[src/rtl/instr_sequencer_if.sv]
// Bus bundle between the instruction sequencer and its memory/trap environment.
//
// Handshake rules: a request (o_fetchReq, o_memReq) is held high for as long as
// the sequencer sits in the requesting state; the environment completes the
// transfer by raising the matching ack (i_fetchAck, i_memAck) for one cycle
// while the request is high, and the transfer is taken on that rising edge.
// An ack seen while its request is low is ignored, as is i_trapClear outside
// TRAP. i_instr only needs to be valid in the cycle i_fetchAck is high.
interface instr_sequencer_if;
    logic [31:0] i_instr;
    logic        o_fetchReq;
    logic        i_fetchAck;
    logic        o_memReq;
    logic        o_memWe;
    logic        i_memAck;
    logic        i_trapClear;
    logic        o_irWe;
    logic        o_pcWe;
    logic        o_regWe;
    logic        o_trap;
    logic [1:0]  o_trapCause;
    logic [2:0]  o_state;

    // Sequencer side.
    modport master (
        input  i_instr, i_fetchAck, i_memAck, i_trapClear,
        output o_fetchReq, o_memReq, o_memWe, o_irWe, o_pcWe, o_regWe,
               o_trap, o_trapCause, o_state
    );

    // Memory / trap-handler side.
    modport slave (
        output i_instr, i_fetchAck, i_memAck, i_trapClear,
        input  o_fetchReq, o_memReq, o_memWe, o_irWe, o_pcWe, o_regWe,
               o_trap, o_trapCause, o_state
    );
endinterface

[src/rtl/instr_sequencer.sv]
// Multi-cycle FETCH/DECODE/EXEC/MEM/WB sequencer for the non-pipelined core.
// Decides when IR, PC and register-file writes happen and parks in TRAP on
// ECALL, EBREAK, illegal opcode or a data-memory timeout.
module instr_sequencer #(
    parameter int MEM_TIMEOUT = 16
) (
    input logic              clk,
    input logic              rst_n,
    instr_sequencer_if.master bus
);
    localparam int CW = $clog2(MEM_TIMEOUT + 1);
    localparam logic [CW-1:0] WAIT_LAST = CW'(MEM_TIMEOUT - 1);

    typedef enum logic [2:0] {
        ST_FETCH  = 3'd0,
        ST_DECODE = 3'd1,
        ST_EXEC   = 3'd2,
        ST_MEM    = 3'd3,
        ST_WB     = 3'd4,
        ST_TRAP   = 3'd5
    } state_t;

    // Coarse classes: only what changes the stage sequence matters here.
    typedef enum logic [2:0] {
        CLS_ALU   = 3'd0,  // R, I_ARITH, I_JUMP, LUI, AUIPC, J: go through WB
        CLS_LOAD  = 3'd1,
        CLS_STORE = 3'd2,
        CLS_FLOW  = 3'd3,  // B and FENCE: PC commit in EXEC, no WB
        CLS_SYS   = 3'd4,
        CLS_ILL   = 3'd5
    } cls_t;

    state_t         state, state_d;
    cls_t           cls_q, cls_in;
    logic           ebreak_q, ebreak_in;
    logic [1:0]     cause_q, cause_d;
    logic [CW-1:0]  wait_cnt;

    logic fetch_req, mem_req, mem_we, ir_we, pc_we, reg_we, trap;

    // Opcode class of the word on the instruction bus.
    always_comb begin
        cls_in    = CLS_ILL;
        ebreak_in = (bus.i_instr[31:20] == 12'h001);
        case (bus.i_instr[6:0])
            7'b0110011, 7'b1100111, 7'b0010011,
            7'b0110111, 7'b0010111, 7'b1101111: cls_in = CLS_ALU;
            7'b0000011:                         cls_in = CLS_LOAD;
            7'b0100011:                         cls_in = CLS_STORE;
            7'b1100011, 7'b0001111:             cls_in = CLS_FLOW;
            7'b1110011:                         cls_in = CLS_SYS;
            default:                            cls_in = CLS_ILL;
        endcase
    end

    // State, captured class and trap cause registers.
    always_ff @(posedge clk or negedge rst_n) begin
        if (!rst_n) begin
            state    <= ST_FETCH;
            cls_q    <= CLS_ALU;
            ebreak_q <= 1'b0;
            cause_q  <= 2'd0;
        end else begin
            state   <= state_d;
            cause_q <= cause_d;
            if (state == ST_FETCH && bus.i_fetchAck) begin
                cls_q    <= cls_in;
                ebreak_q <= ebreak_in;
            end
        end
    end

    // Data-memory wait counter: zero outside MEM, counts cycles spent waiting.
    always_ff @(posedge clk or negedge rst_n) begin
        if (!rst_n)
            wait_cnt <= '0;
        else if (state == ST_MEM && state_d == ST_MEM)
            wait_cnt <= wait_cnt + 1'b1;
        else
            wait_cnt <= '0;
    end

    // Next state and per-stage control pulses.
    always_comb begin
        state_d   = state;
        cause_d   = cause_q;
        fetch_req = 1'b0;
        mem_req   = 1'b0;
        mem_we    = 1'b0;
        ir_we     = 1'b0;
        pc_we     = 1'b0;
        reg_we    = 1'b0;
        trap      = 1'b0;
        case (state)
            ST_FETCH: begin
                fetch_req = 1'b1;
                if (bus.i_fetchAck) begin
                    ir_we   = rst_n;
                    state_d = ST_DECODE;
                end
            end
            ST_DECODE: begin
                if (cls_q == CLS_ILL) begin
                    cause_d = 2'd2;
                    state_d = ST_TRAP;
                end else if (cls_q == CLS_SYS) begin
                    cause_d = ebreak_q ? 2'd1 : 2'd0;
                    state_d = ST_TRAP;
                end else begin
                    state_d = ST_EXEC;
                end
            end
            ST_EXEC: begin
                if (cls_q == CLS_LOAD || cls_q == CLS_STORE) begin
                    state_d = ST_MEM;
                end else if (cls_q == CLS_FLOW) begin
                    pc_we   = 1'b1;
                    state_d = ST_FETCH;
                end else begin
                    state_d = ST_WB;
                end
            end
            ST_MEM: begin
                mem_req = 1'b1;
                mem_we  = (cls_q == CLS_STORE);
                // An ack in the last allowed cycle still completes the access.
                if (bus.i_memAck) begin
                    if (cls_q == CLS_STORE) begin
                        pc_we   = 1'b1;
                        state_d = ST_FETCH;
                    end else begin
                        state_d = ST_WB;
                    end
                end else if (wait_cnt == WAIT_LAST) begin
                    cause_d = 2'd3;
                    state_d = ST_TRAP;
                end
            end
            ST_WB: begin
                reg_we  = 1'b1;
                pc_we   = 1'b1;
                state_d = ST_FETCH;
            end
            ST_TRAP: begin
                trap = 1'b1;
                // The trap handler reloads PC itself, so no pc_we on exit.
                if (bus.i_trapClear)
                    state_d = ST_FETCH;
            end
            default: state_d = ST_FETCH;
        endcase
    end

    assign bus.o_fetchReq  = fetch_req;
    assign bus.o_memReq    = mem_req;
    assign bus.o_memWe     = mem_we;
    assign bus.o_irWe      = ir_we;
    assign bus.o_pcWe      = pc_we;
    assign bus.o_regWe     = reg_we;
    assign bus.o_trap      = trap;
    assign bus.o_trapCause = cause_q;
    assign bus.o_state     = state;
endmodule

[src/flat_wrapper.sv]
// flat-port wrapper written by rule: the top's interface ports become plain ports
module instr_sequencer_flat 
#(
    parameter int MEM_TIMEOUT = 16
)
  (clk, rst_n, bus_i_instr, bus_i_fetchAck, bus_i_memAck, bus_i_trapClear, bus_o_fetchReq, bus_o_memReq, bus_o_memWe, bus_o_irWe, bus_o_pcWe, bus_o_regWe, bus_o_trap, bus_o_trapCause, bus_o_state);
  instr_sequencer_if bus_i ();
  input logic clk;
  input logic rst_n;
  input wire logic [$bits(bus_i.i_instr)-1:0] bus_i_instr;
  input wire logic [$bits(bus_i.i_fetchAck)-1:0] bus_i_fetchAck;
  input wire logic [$bits(bus_i.i_memAck)-1:0] bus_i_memAck;
  input wire logic [$bits(bus_i.i_trapClear)-1:0] bus_i_trapClear;
  output wire logic [$bits(bus_i.o_fetchReq)-1:0] bus_o_fetchReq;
  output wire logic [$bits(bus_i.o_memReq)-1:0] bus_o_memReq;
  output wire logic [$bits(bus_i.o_memWe)-1:0] bus_o_memWe;
  output wire logic [$bits(bus_i.o_irWe)-1:0] bus_o_irWe;
  output wire logic [$bits(bus_i.o_pcWe)-1:0] bus_o_pcWe;
  output wire logic [$bits(bus_i.o_regWe)-1:0] bus_o_regWe;
  output wire logic [$bits(bus_i.o_trap)-1:0] bus_o_trap;
  output wire logic [$bits(bus_i.o_trapCause)-1:0] bus_o_trapCause;
  output wire logic [$bits(bus_i.o_state)-1:0] bus_o_state;
  assign bus_i.i_instr = bus_i_instr;
  assign bus_i.i_fetchAck = bus_i_fetchAck;
  assign bus_i.i_memAck = bus_i_memAck;
  assign bus_i.i_trapClear = bus_i_trapClear;
  assign bus_o_fetchReq = bus_i.o_fetchReq;
  assign bus_o_memReq = bus_i.o_memReq;
  assign bus_o_memWe = bus_i.o_memWe;
  assign bus_o_irWe = bus_i.o_irWe;
  assign bus_o_pcWe = bus_i.o_pcWe;
  assign bus_o_regWe = bus_i.o_regWe;
  assign bus_o_trap = bus_i.o_trap;
  assign bus_o_trapCause = bus_i.o_trapCause;
  assign bus_o_state = bus_i.o_state;
  instr_sequencer #(.MEM_TIMEOUT(MEM_TIMEOUT)) u_core (.clk(clk), .rst_n(rst_n), .bus(bus_i));
endmodule
[config.mk]
export PLATFORM = sky130hd
export DESIGN_NAME = instr_sequencer_flat
export DESIGN_NICKNAME = d
export VERILOG_FILES = /design/src/rtl/instr_sequencer_if.sv /design/src/rtl/instr_sequencer.sv /design/src/flat_wrapper.sv
export SDC_FILE = /design/constraint.sdc
export NUM_CORES = 1
export LEC_CHECK = 0
export ABC_AREA = 1
export BUFFER_PORTS_ARGS = -buffer_cell sky130_fd_sc_hd__clkbuf_2
export CORE_UTILIZATION = 40
export CTS_CLUSTER_DIAMETER = 40
export DETAILED_ROUTE_END_ITERATION = 7
export PLACE_DENSITY = 0.72
export SLEW_MARGIN = 20
export SYNTH_ARGS = -nofsm -noshare
export SYNTH_HDL_FRONTEND = slang
export SYNTH_SLANG_ARGS = --single-unit
[constraint.sdc]
create_clock -name clk -period 2.88 [get_ports clk]
set_input_delay 0.432 -clock clk [delete_from_list [all_inputs] [get_ports clk]]
set_output_delay 0.432 -clock clk [all_outputs]
set_load 0.005 [all_outputs]
==> impl_metrics.csv, run 1 <==
group,metric,value,unit
clock_network,postCtsHoldBufs,0,
layout,nets,211,
synthesis,ys_warn_count,0,
global_route,antenna_found_initial,0,
worst_hold_path,hold_path.class,"primary input to asynchronous set/reset pin",
global_route,grt.busiest_layer,"met2",
sta,drv_slew,0,
drt,wl_per_cell,9.613,microns
sta,hold-worst-slack,50.72,ps
synthesis,ys_seq_elements,14,
clock_network,clockBufferDepth,2,
floorplanning,rows,17,
sta,post-route-period-util,0.6420,
pwr,internal_power,443.7,uW
placement,dp_hpwl,1.606,mm
pwr,switchingPower,291.3,uW
sta,fin_skew,5.400,ps
pwr,p_clk_frac,0.184,
sta,tightest_slew,357.3,ps
layout,syn2layout_area_growth,26.34,%
clock_network,clk_pin_slew,80,ps
synthesis,synth_area_per_cell,7.090,sq um
clock_network,postCtsSetupBuffers,0,
pwr,seqPwrFrac,0.403,
clock_network,cts.sinks,14,
sta,setup_viol,0,
sta,hold_viol,0,
global_route,grt_pass1_wl,3.222,mm
floorplanning,ioPinCount,49,
floorplanning,die_h,50.37,microns
floorplanning,die_area,2537,sq um
sta,finalCriticalPeriod,1849,ps
global_route,gr-total-overflow,0,
synthesis,ys_seq_area_frac,0.3743,
drt,first_pass_iters,4,
status,outcome,"finished clean",
drt,drc,0,
global_route,grt_max_degree,16,
sta,rsz0062_at_grt,"false",
synthesis,synth_area,935.9,sq um
layout,layout-drive-gt1-share,0.3041,
global_route,grt_pass1_vias,845,
pwr,ir_drop,0.3394,mV
worst_setup_path,worstSetupPathType,"flip-flop to output port",
synthesis,synth.net_count,171,
global_route,grt_use_met3,0.009091,
drt,dr_total_vias,948,
clock_network,cts-resized-gates,0,
worst_setup_path,start_kind,"flip-flop",
layout,num_antenna_cells,0,
clock_network,cts_tree,"built",
pwr,pwr-share-comb,0.413,
pwr,leakage,0.0006344,uW
sta,fmax,540.9,MHz
drt,drt_iter0_markers,12,
sta,setup_tns,0,ps
pwr,switching_share,0.3963,
clock_network,cts_max_level,1,
placement,io_buffers,35,
drt,avgViaCountPerCell,4.764,
floorplanning,core,2212,sq um
worst_setup_path,worstSetupEndpointType,"output port",
global_route,met2_usage,0.3022,
clock_network,cts_inserted_buffers,3,
clock_network,clockRootBuffer,"clkbuf_4",
drt,detail-route-antenna-nets,0,
sta,slew_headroom,0.7618,
worst_setup_path,crit_arrival,1420,ps
floorplanning,initial_core_util,0.4231,
worst_setup_path,crit_fanout,5,
global_route,grt.total_usage,0.1629,
drt,wirelength,1.913,mm
clock_network,clk_latency,270,ps
run,maxCapViolCount,0,
pwr,p_per_area,621.7,nW/um^2
global_route,met1_usage,0.1879,
placement,gp_congestion,0.8684,
synthesis,syn_inst,132,
synthesis,synth_cell_type_count,24,
worst_setup_path,required,2450,ps
floorplanning,die_w,50.37,microns
==> sequential cells by signal, summed over array words and instances, names as in the netlist <==
name,count
u_core.wait_cnt,5
u_core.bus.o_state,3
u_core.cls_q,3
u_core.bus.o_trapCause,2
u_core.ebreak_q,1
==> per-layer routing <==
layer	up-vias	routed length, microns
li1	500	-
met1	410	852
met5	-	0
met2	34	940
met4	0	25
met3	4	94
==> layout by cell type (no fill, tap or decap), drive strengths merged <==
master	count
a31oi	1
clkbuf	39
nand2	27
nor4	1
nor2	28
nor3	6
a21oi	4
o211ai	1
nand3	16
nand4	1
nand3b	1
nor3b	1
o22ai	1
o21ai	3
xor2	1
inv	23
dfrtp	14
ha	2
o21a	1
==> critical path: stages (launching register included) <==
cell and delay [ps]:
dfrtp_1 480, inv_2 80, nor3_1 280, a21oi_1 140, nand2_1 80, clkbuf_2 100
==> cell families (layout without fill, tap and decap cells) <==
group / Yosys count / in the layout / synth area share
AO/OA/AOI/OAI: 11 / 11 / 0.06686
XOR/XNOR: 1 / 1 / 0.009360
adder cells (fa/ha/maj): 2 / 2 / 0.02673
buffers and inverters: 23 / 62 / 0.09224
AND/OR/NAND/NOR: 81 / 81 / 0.4305
flip-flops: 14 / 14 / 0.3743
==> synth_stat cells <==
| cell type | count | area (sq um) |
|---|---|---|
| nor3b_2 | 1 | 12.51 |
| nand4_1 | 1 | 6.260 |
| inv_1 | 19 | 71.32 |
| nand3_4 | 1 | 17.52 |
| o21ai_0 | 3 | 15.01 |
| o211ai_1 | 1 | 7.510 |
| nand2_1 | 26 | 97.59 |
| xor2_1 | 1 | 8.760 |
| a31oi_1 | 1 | 6.260 |
| nand2_2 | 1 | 6.260 |
| nor2_4 | 1 | 11.26 |
| nor3_1 | 5 | 25.02 |
| nor4_1 | 1 | 6.260 |
| o21a_1 | 1 | 7.510 |
| nand3_1 | 11 | 55.05 |
| o22ai_1 | 1 | 6.260 |
| nand3b_1 | 1 | 7.510 |
| ha_1 | 2 | 25.02 |
| nand3_2 | 4 | 40.04 |
| nor3_4 | 1 | 16.27 |
| a21oi_1 | 4 | 20.02 |
| nor2_1 | 27 | 101.4 |
| inv_2 | 4 | 15.01 |
| dfrtp_1 | 14 | 350.3 |
==> metrics by stage <==
stage,std cells,total power [uW],area [sq um],util,worst slack [ps]
after floorplan,132,490.9,935.9,-,1504
after global placement,195,593.1,1146,0.5181,1364
after detailed placement,195,605.8,1146,0.5181,1300
after CTS,199,743.8,1182,0.5345,993.8
after global routing,199,800.5,1182,0.5345,893.9
final,199,735.1,1182,0.5345,1031
==> path summary, 6_finish.rpt <==
check	slack, ps	endpoint	startpoint	cells after the start
setup / recovery	1030	bus_o_pcWe	u_core.bus.o_state[1]	5
hold / removal	50	u_core.wait_cnt[4]	rst_n	1
setup reg to reg	1440	u_core.bus.o_state[2]	u_core.wait_cnt[0]	8
hold reg to reg	460	u_core.wait_cnt[0]	u_core.wait_cnt[0]	1
max in group asynchronous	2560	u_core.cls_q[1]	rst_n	1
min in group clk	410	u_core.ebreak_q	bus_i_instr[30]	4
==> area by class of cell <==
| type | count | area (sq um) |
|---|---|---|
| fill | 222 | 1030 |
| timing repair buffer | 35 | 175.2 |
| multi-input combinational | 95 | 499.2 |
| inverter | 23 | 86.33 |
| tap | 28 | 35.03 |
| clock buffer | 4 | 36.28 |
| sequential | 14 | 350.3 |
==> power by group through the flow <==
stage | Clock, uW | Sequential, uW | Combinational (uW)
2_1_floorplan | 0 | 294 | 197
3_3_place_gp | 0 | 297 | 297
3_5_place_dp | 0 | 300 | 306
4_1_cts | 140 | 296 | 308
5_1_grt | 149 | 306 | 346
6_report | 135 | 296 | 304
(Power assumes the default switching activity.)
==> inputs of run 2 (changes only) <==
--- a/config.mk
+++ b/config.mk
@@ -5,7 +5,7 @@
 export SDC_FILE = /design/constraint.sdc
 export NUM_CORES = 1
 export LEC_CHECK = 0
-export ABC_AREA = 1
+export ABC_AREA = 0
 export BUFFER_PORTS_ARGS = -buffer_cell sky130_fd_sc_hd__clkbuf_2
 export CORE_UTILIZATION = 40
 export CTS_CLUSTER_DIAMETER = 40
==> constraint.sdc (replaced) <==
create_clock -name clk -period 1.8 [get_ports clk]
set_input_delay 0.27 -clock clk [delete_from_list [all_inputs] [get_ports clk]]
set_output_delay 0.27 -clock clk [all_outputs]
set_load 0.005 [all_outputs]
==> run 2 against run 1 <==
Synthesized cell count is 19% lower. Clock power is 69% higher. Largest power group unchanged. Non-clock buffer count is 6 higher. Highest routed layer unchanged. Sequential cell count stayed put.
==> impl_metrics.csv, run 2 <==
group,metric,value,unit
synthesis,synth.top_cells.by_count,"16 x nor2_1, 14 x dfrtp_1, 9 x nand2_1, 7 x inv_1, 7 x o21ai_0",
floorplanning,initial_core_util,0.4259,
worst_setup_path,r2r_start,"u_core.wait_cnt[0]",
drt,wl_per_cell,12.48,microns
synthesis,synth.net_count,146,
worst_setup_path,ff2ff_path_depth,7,
layout,final_cell_mix,"35 x clkbuf_2, 15 x nor2_1, 10 x dfrtp_1",
synthesis,synth_most_common_cell,"nor2_1",
floorplanning,die_w,50.53,microns
floorplanning,core,2212,sq um
layout,n_fill_cell,224,
worst_setup_path,crit_fanout,4,
worst_setup_path,worstSetupEndpointType,"flip-flop",
placement,postPlaceCellArea,1146,sq um
worst_hold_path,hold_path.class,"primary input to flip-flop",
placement,dp_hpwl,1.737,mm
pwr,leakage,0.0005548,uW
synthesis,ys_warn_count,0,
worst_setup_path,crit_end,"u_core.bus.o_state[2]",
floorplanning,ioPinCount,49,
layout,regMostFlops,"u_core.wait_cnt",
drt,wirelength,2.197,mm
worst_setup_path,required,1960,ps
layout,nets,188,
global_route,grt_pass1_vias,821,
worst_setup_path,timing.rr.end,"u_core.bus.o_state[2]",
placement,dp_slack,2.957,ps
clock_network,cts_tree,"built",
worst_setup_path,start_kind,"flip-flop",
drt,drt_iter0_markers,11,
synthesis,synth_edf_count,0,
layout,num_antenna_cells,0,
sta,setup_viol,0,
global_route,grt.total_usage,0.1836,
layout,syn2layout_area_growth,32.40,%
layout,final_area,1247,sq um
clock_network,cts_inserted_buffers,3,
run,maxCapViolCount,0,
synthesis,ys_seq_area_frac,0.3718,
worst_setup_path,r2r_slack,100,ps
synthesis,synth_cell_type_count,43,
sta,fmax,586.7,MHz
synthesis,ys.flop_type,"dfrtp_1",
synthesis,ys_async_sr_fraction,1.000,
clock_network,clockRootBuffer,"clkbuf_4",
layout,largest_reg_flops,5,
placement,io_buffers,35,
sta,fin_skew,6.070,ps
floorplanning,die_h,50.53,microns
drt,detail-route-antenna-nets,0,
sta,fin_ws,95.56,ps
sta,finalCriticalPeriod,1704,ps
worst_setup_path,crit_start,"u_core.wait_cnt[0]",
sta,slew_headroom,0.7242,
layout,layout_commonest_cell,"clkbuf_2",
synthesis,synth_top_area_frac,0.3718,
layout,final-instance-count-excl-fill,176,
sta,hold_viol,0,
global_route,antenna_found_initial,0,
clock_network,cts_max_level,1,
sta,tightest_slew,412.8,ps
layout,layout-drive-gt1-share,0.4054,
drt,first_pass_iters,5,
sta,post-route-period-util,0.9469,
placement,dp_cells,169,
synthesis,syn_inst,107,
placement,gp_congestion,0.8571,
clock_network,clk_pin_slew,90,ps
synthesis,ys_seq_elements,14,
drt,drc,0,
global_route,grt_max_degree,15,
global_route,grt_pass1_wl,3.477,mm
synthesis,synth_area,942.2,sq um
clock_network,clockBufferDepth,2,
floorplanning,rows,17,
worst_setup_path,worstSetupPathType,"flip-flop to flip-flop",
status,outcome,"finished clean",
clock_network,clk_latency,290,ps
layout,fin_util,0.5639,
worst_setup_path,crit_arrival,1870,ps
pwr,ir_drop,0.9427,mV
clock_network,cts.sinks,14,
drt,dr_total_vias,936,
floorplanning,die_area,2553,sq um
synthesis,synth_area_per_cell,8.805,sq um
synthesis,synth.top_cells.by_area,"dfrtp_1 37%, nor2_1 6.4%, o21ai_0 3.7%",
sta,drv_slew,0,
synthesis,yosys.area.top_type,"dfrtp_1",
drt,avgViaCountPerCell,5.318,
pwr,p_per_area,1143,nW/um^2
global_route,gr-total-overflow,0,
## run 2: cell count changes after synthesis, moves of 3 or more
cell / delta
a21oi_1: -3
inv_1: -12
inv_2: -3
nand2_1: -17
nand3_1: -9
nand3_2: -4
nor2_1: -11
nor2b_1: +5
o21ai_0: +4
## run 2: how the worst min path moves through the flow
stage                           endpoint             from  slack, ps  cells after the start
5_1_grt                  u_core.cls_q[2]   bus_i_instr[4]        290                      3
3_3_place_gp   u_core.bus.o_trapCause[1]            rst_n        250                      2
4_1_cts                  u_core.ebreak_q  bus_i_instr[24]        270                      4
3_5_place_dp          u_core.wait_cnt[2]            rst_n        250                      2
6_report                 u_core.ebreak_q  bus_i_instr[24]        270                      4
2_1_floorplan      u_core.bus.o_state[0]            rst_n        -30                      0
## run 2: through the flow
step	hold slack, ps	TNS (ps)	power [uW]
after floorplan	-25.59	0	926.5
after global routing	294.4	-9.516	1528
after CTS	265.9	0	1365
final	270.6	0	1426
after detailed placement	245.5	0	1129
after global placement	247.1	0	1107
## run 2: cells by family (layout without fill, tap and decap cells)
family,Yosys count,in the layout,synth area share
AOI/OAI and AO/OA,24,24,0.1833
xor gates and xnor gates,3,3,0.02789
and+or+nand+nor,52,52,0.3280
buffers and inverters,12,53,0.06242
DFF,14,14,0.3719
adders and majority gates,2,2,0.02656
## run 2: area by class of cell
class,count,area (sq um),area share
Multi-Input combinational cell,81,568.0,0.4554
Sequential cell,14,355.3,0.2849
Timing Repair Buffer,41,222.7,0.1785
Clock buffer,4,36.28,0.02909
Tap cell,28,35.03,0.02808
Inverter,8,30.03,0.02407
## run 2: metal layers
metal  vias up  wire [microns]  GRT usage  share of wire
met5         -               0          0              0
met4         0              15    0.04630         0.0068
met3         4              96    0.05455          0.044
met2        26            1145     0.3244           0.52
met1       441             939     0.2154           0.43
li1        465               -          -              -
## run 2: critical path, cell delays in order (launching register included)
cell       delay (ps)
dfrtp_1           410
ha_2              200
and3_1            180
ha_2              190
nor2_4            140
a2111oi_4          90
nor3_1            270
a21boi_1          110
## run 2: where the power goes
group | switching (uW) | leakage [uW] | total (uW) | internal, uW
sequential | 140 | 0.000174 | 533 | 393
combinational | 326 | 0.000360 | 665 | 339
clock | 104 | 0.0000210 | 228 | 123
## run 2: what timing repair did
| item | 4_1_cts | 5_1_grt |
|---|---|---|
| pin swaps | 0 | 1 |
| resized for setup | 2 | 9 |
| setup endpoints to repair | 3 | 2 |
| hold buffers | 1 | 0 |
| hold endpoints to repair | 14 | 0 |
| buffers inserted | 0 | 2 |
==> inputs of run 3 (changes only) <==
--- a/config.mk
+++ b/config.mk
@@ -9,9 +9,10 @@
 export BUFFER_PORTS_ARGS = -buffer_cell sky130_fd_sc_hd__clkbuf_2
 export CORE_UTILIZATION = 40
 export CTS_CLUSTER_DIAMETER = 40
+export CTS_CLUSTER_SIZE = 40
 export DETAILED_ROUTE_END_ITERATION = 7
 export PLACE_DENSITY = 0.72
-export SLEW_MARGIN = 20
+export SLEW_MARGIN = 40
 export SYNTH_ARGS = -nofsm -noshare
 export SYNTH_HDL_FRONTEND = slang
 export SYNTH_SLANG_ARGS = --single-unit
==> constraint.sdc (replaced) <==
create_clock -name clk -period 1.8 [get_ports clk]
set_input_delay 0.36 -clock clk [delete_from_list [all_inputs] [get_ports clk]]
set_output_delay 0.36 -clock clk [all_outputs]
set_load 0.005 [all_outputs]
==> run 3 against run 2 <==
Clock power hardly changed. Combinational power increased by 18%. Sequential cell count is the same. Wire length is 2.6% higher. Worst hold slack got worse by 240 ps. Clock skew down 5.6 ps. Total power is 5.6% higher. Sequential power down 7.3%. Cell area up 2.7%. Largest power group unchanged. Critical path depth decreased by 3. First-iteration DRC count up 120%.
==> impl_metrics.csv, run 3 (synthesis gave the netlist of run 2 again) <==
group,metric,value,unit
drt,detail-route-antenna-nets,0,
layout,ff_latch_area,354.1,sq um
clock_network,clk_latency,280,ps
pwr,leakage,0.0005896,uW
worst_setup_path,r2r_slack,130,ps
layout,multi_input_area,575.6,sq um
run,maxCapViolCount,0,
pwr,p_per_area,1175,nW/um^2
drt,wl_met2,1.166,mm
global_route,gr-total-overflow,0,
layout,num_antenna_cells,0,
placement,dp_slack,-5.702,ps
sta,tightest_slew,348.6,ps
worst_setup_path,crit_end,"bus_o_irWe",
layout,regMostFlops,"u_core.wait_cnt",
drt,m1WireLength,971,microns
floorplanning,core,2212,sq um
clock_network,cts_tree,"built",
layout,largest_reg_flops,5,
drt,avgViaCountPerCell,5.267,
worst_setup_path,worstSetupPathType,"flip-flop to output port",
clock_network,clk_pin_slew,80,ps
drt,topRoutingLayerUsed,"met4",
worst_setup_path,crit_arrival,1380,ps
drt,wl_per_cell,12.53,microns
layout,final_cell_mix,"35 x clkbuf_2, 15 x nor2_1, 11 x dfrtp_1",
drt,dr_total_vias,948,
drt,met3_wirelength,105,microns
worst_setup_path,worstSetupEndpointType,"output port",
drt,drc,0,
layout,layout-drive-gt1-share,0.4276,
sta,drv_slew,0,
drt,drt_iter0_markers,24,
worst_setup_path,required,1440,ps
worst_setup_path,crit_fanout,7,
worst_setup_path,crit_start,"u_core.bus.o_state[0]",
worst_hold_path,hold_path.class,"primary input to asynchronous set/reset pin",
placement,dp_hpwl,1.790,mm
drt,wirelength,2.255,mm
sta,hold_viol,0,
clock_network,cts_max_level,1,
global_route,grt_pass1_wl,3.650,mm
sta,fin_ws,61.92,ps
clock_network,cts_inserted_buffers,3,
worst_setup_path,ff2ff_path_depth,7,
floorplanning,die_w,50.53,microns
floorplanning,ioPinCount,49,
global_route,grt_max_degree,15,
layout,fin_util,0.5792,
clock_network,cts.sinks,14,
layout,nets,192,
placement,io_buffers,35,
drt,first_pass_iters,4,
global_route,grt_pass1_vias,853,
layout,layout_commonest_cell,"clkbuf_2",
sta,setup_viol,0,
layout,n_fill_cell,209,
global_route,grt.total_usage,0.1909,
sta,fmax,575.3,MHz
sta,fin_skew,0.4390,ps
sta,post-route-period-util,0.9656,
floorplanning,rows,17,
floorplanning,die_area,2553,sq um
worst_setup_path,timing.rr.end,"u_core.bus.o_state[2]",
placement,gp_congestion,0.8499,
worst_setup_path,start_kind,"flip-flop",
sta,finalCriticalPeriod,1738,ps
global_route,antenna_found_initial,0,
floorplanning,die_h,50.53,microns
clock_network,clockBufferDepth,2,
clock_network,clockRootBuffer,"clkbuf_4",
sta,slew_headroom,0.7671,
pwr,ir_drop,0.7104,mV
status,outcome,"finished clean",
worst_setup_path,r2r_start,"u_core.wait_cnt[0]",
floorplanning,initial_core_util,0.4259,
layout,syn2layout_area_growth,35.99,%
## run 3: cell types whose count changed in the layout (fill, tap and decap cells not counted), sizes merged
| cell | previous run | this run |
|---|---|---|
| dlygate4sd3 | 1 | 0 |
| buf | 5 | 10 |
## run 3: what timing repair did
item / 4_1_cts / 5_1_grt
resized for setup: 6 / 6
hold buffers: 0 / 0
buffers inserted: 0 / 4
setup endpoints to repair: 4 / 3
pin swaps: 0 / 1
## run 3: power breakdown
group	total (uW)	internal, uW	switching, uW
Clock	225	123	102
Combinational	786	396	390
Sequential	494	391	103
## run 3: metrics by stage
stage          hold slack [ps]  TNS, ps  cell area, sq um  instances  total power [uW]
6_report                 31.40        0              1281        180              1505
2_1_floorplan            64.41        0             942.2        107             926.5
4_1_cts                  23.93        0              1214        176              1414
3_5_place_dp             336.6   -5.702              1169        172              1171
5_1_grt                  45.91   -2.534              1281        180              1607
3_3_place_gp             340.7        0              1169        172              1147
## run 3: worst min path at each step
stage	end	slack [ps]
floorplan	u_core.bus.o_state[0]	60
global placement	u_core.wait_cnt[3]	340
detailed placement	u_core.bus.o_trapCause[1]	340
CTS	u_core.bus.o_trapCause[1]	20
global route	u_core.bus.o_trapCause[1]	50
finish	u_core.ebreak_q	30
## run 3: layout make-up
type                            count  area share
Tap cell                           28     0.02734
Sequential cell                    14      0.2764
Multi-Input combinational cell     81      0.4492
Clock buffer                        4     0.02832
Timing Repair Buffer               45      0.1953
Inverter                            8     0.02344
## run 3: worst max-delay path, stage by stage (launching register included)
cell	delay (ps)
dfrtp_2	480
buf_4	180
nor3_4	180
and2_1	150
clkbuf_2	110
## run 3: per-layer routing
| layer | up-vias | GRT usage |
|---|---|---|
| met1 | 450 | 0.2311 |
| met4 | 0 | 0.03241 |
| met3 | 3 | 0.06061 |
| li1 | 474 | - |
| met5 | - | 0 |
| met2 | 21 | 0.3333 |
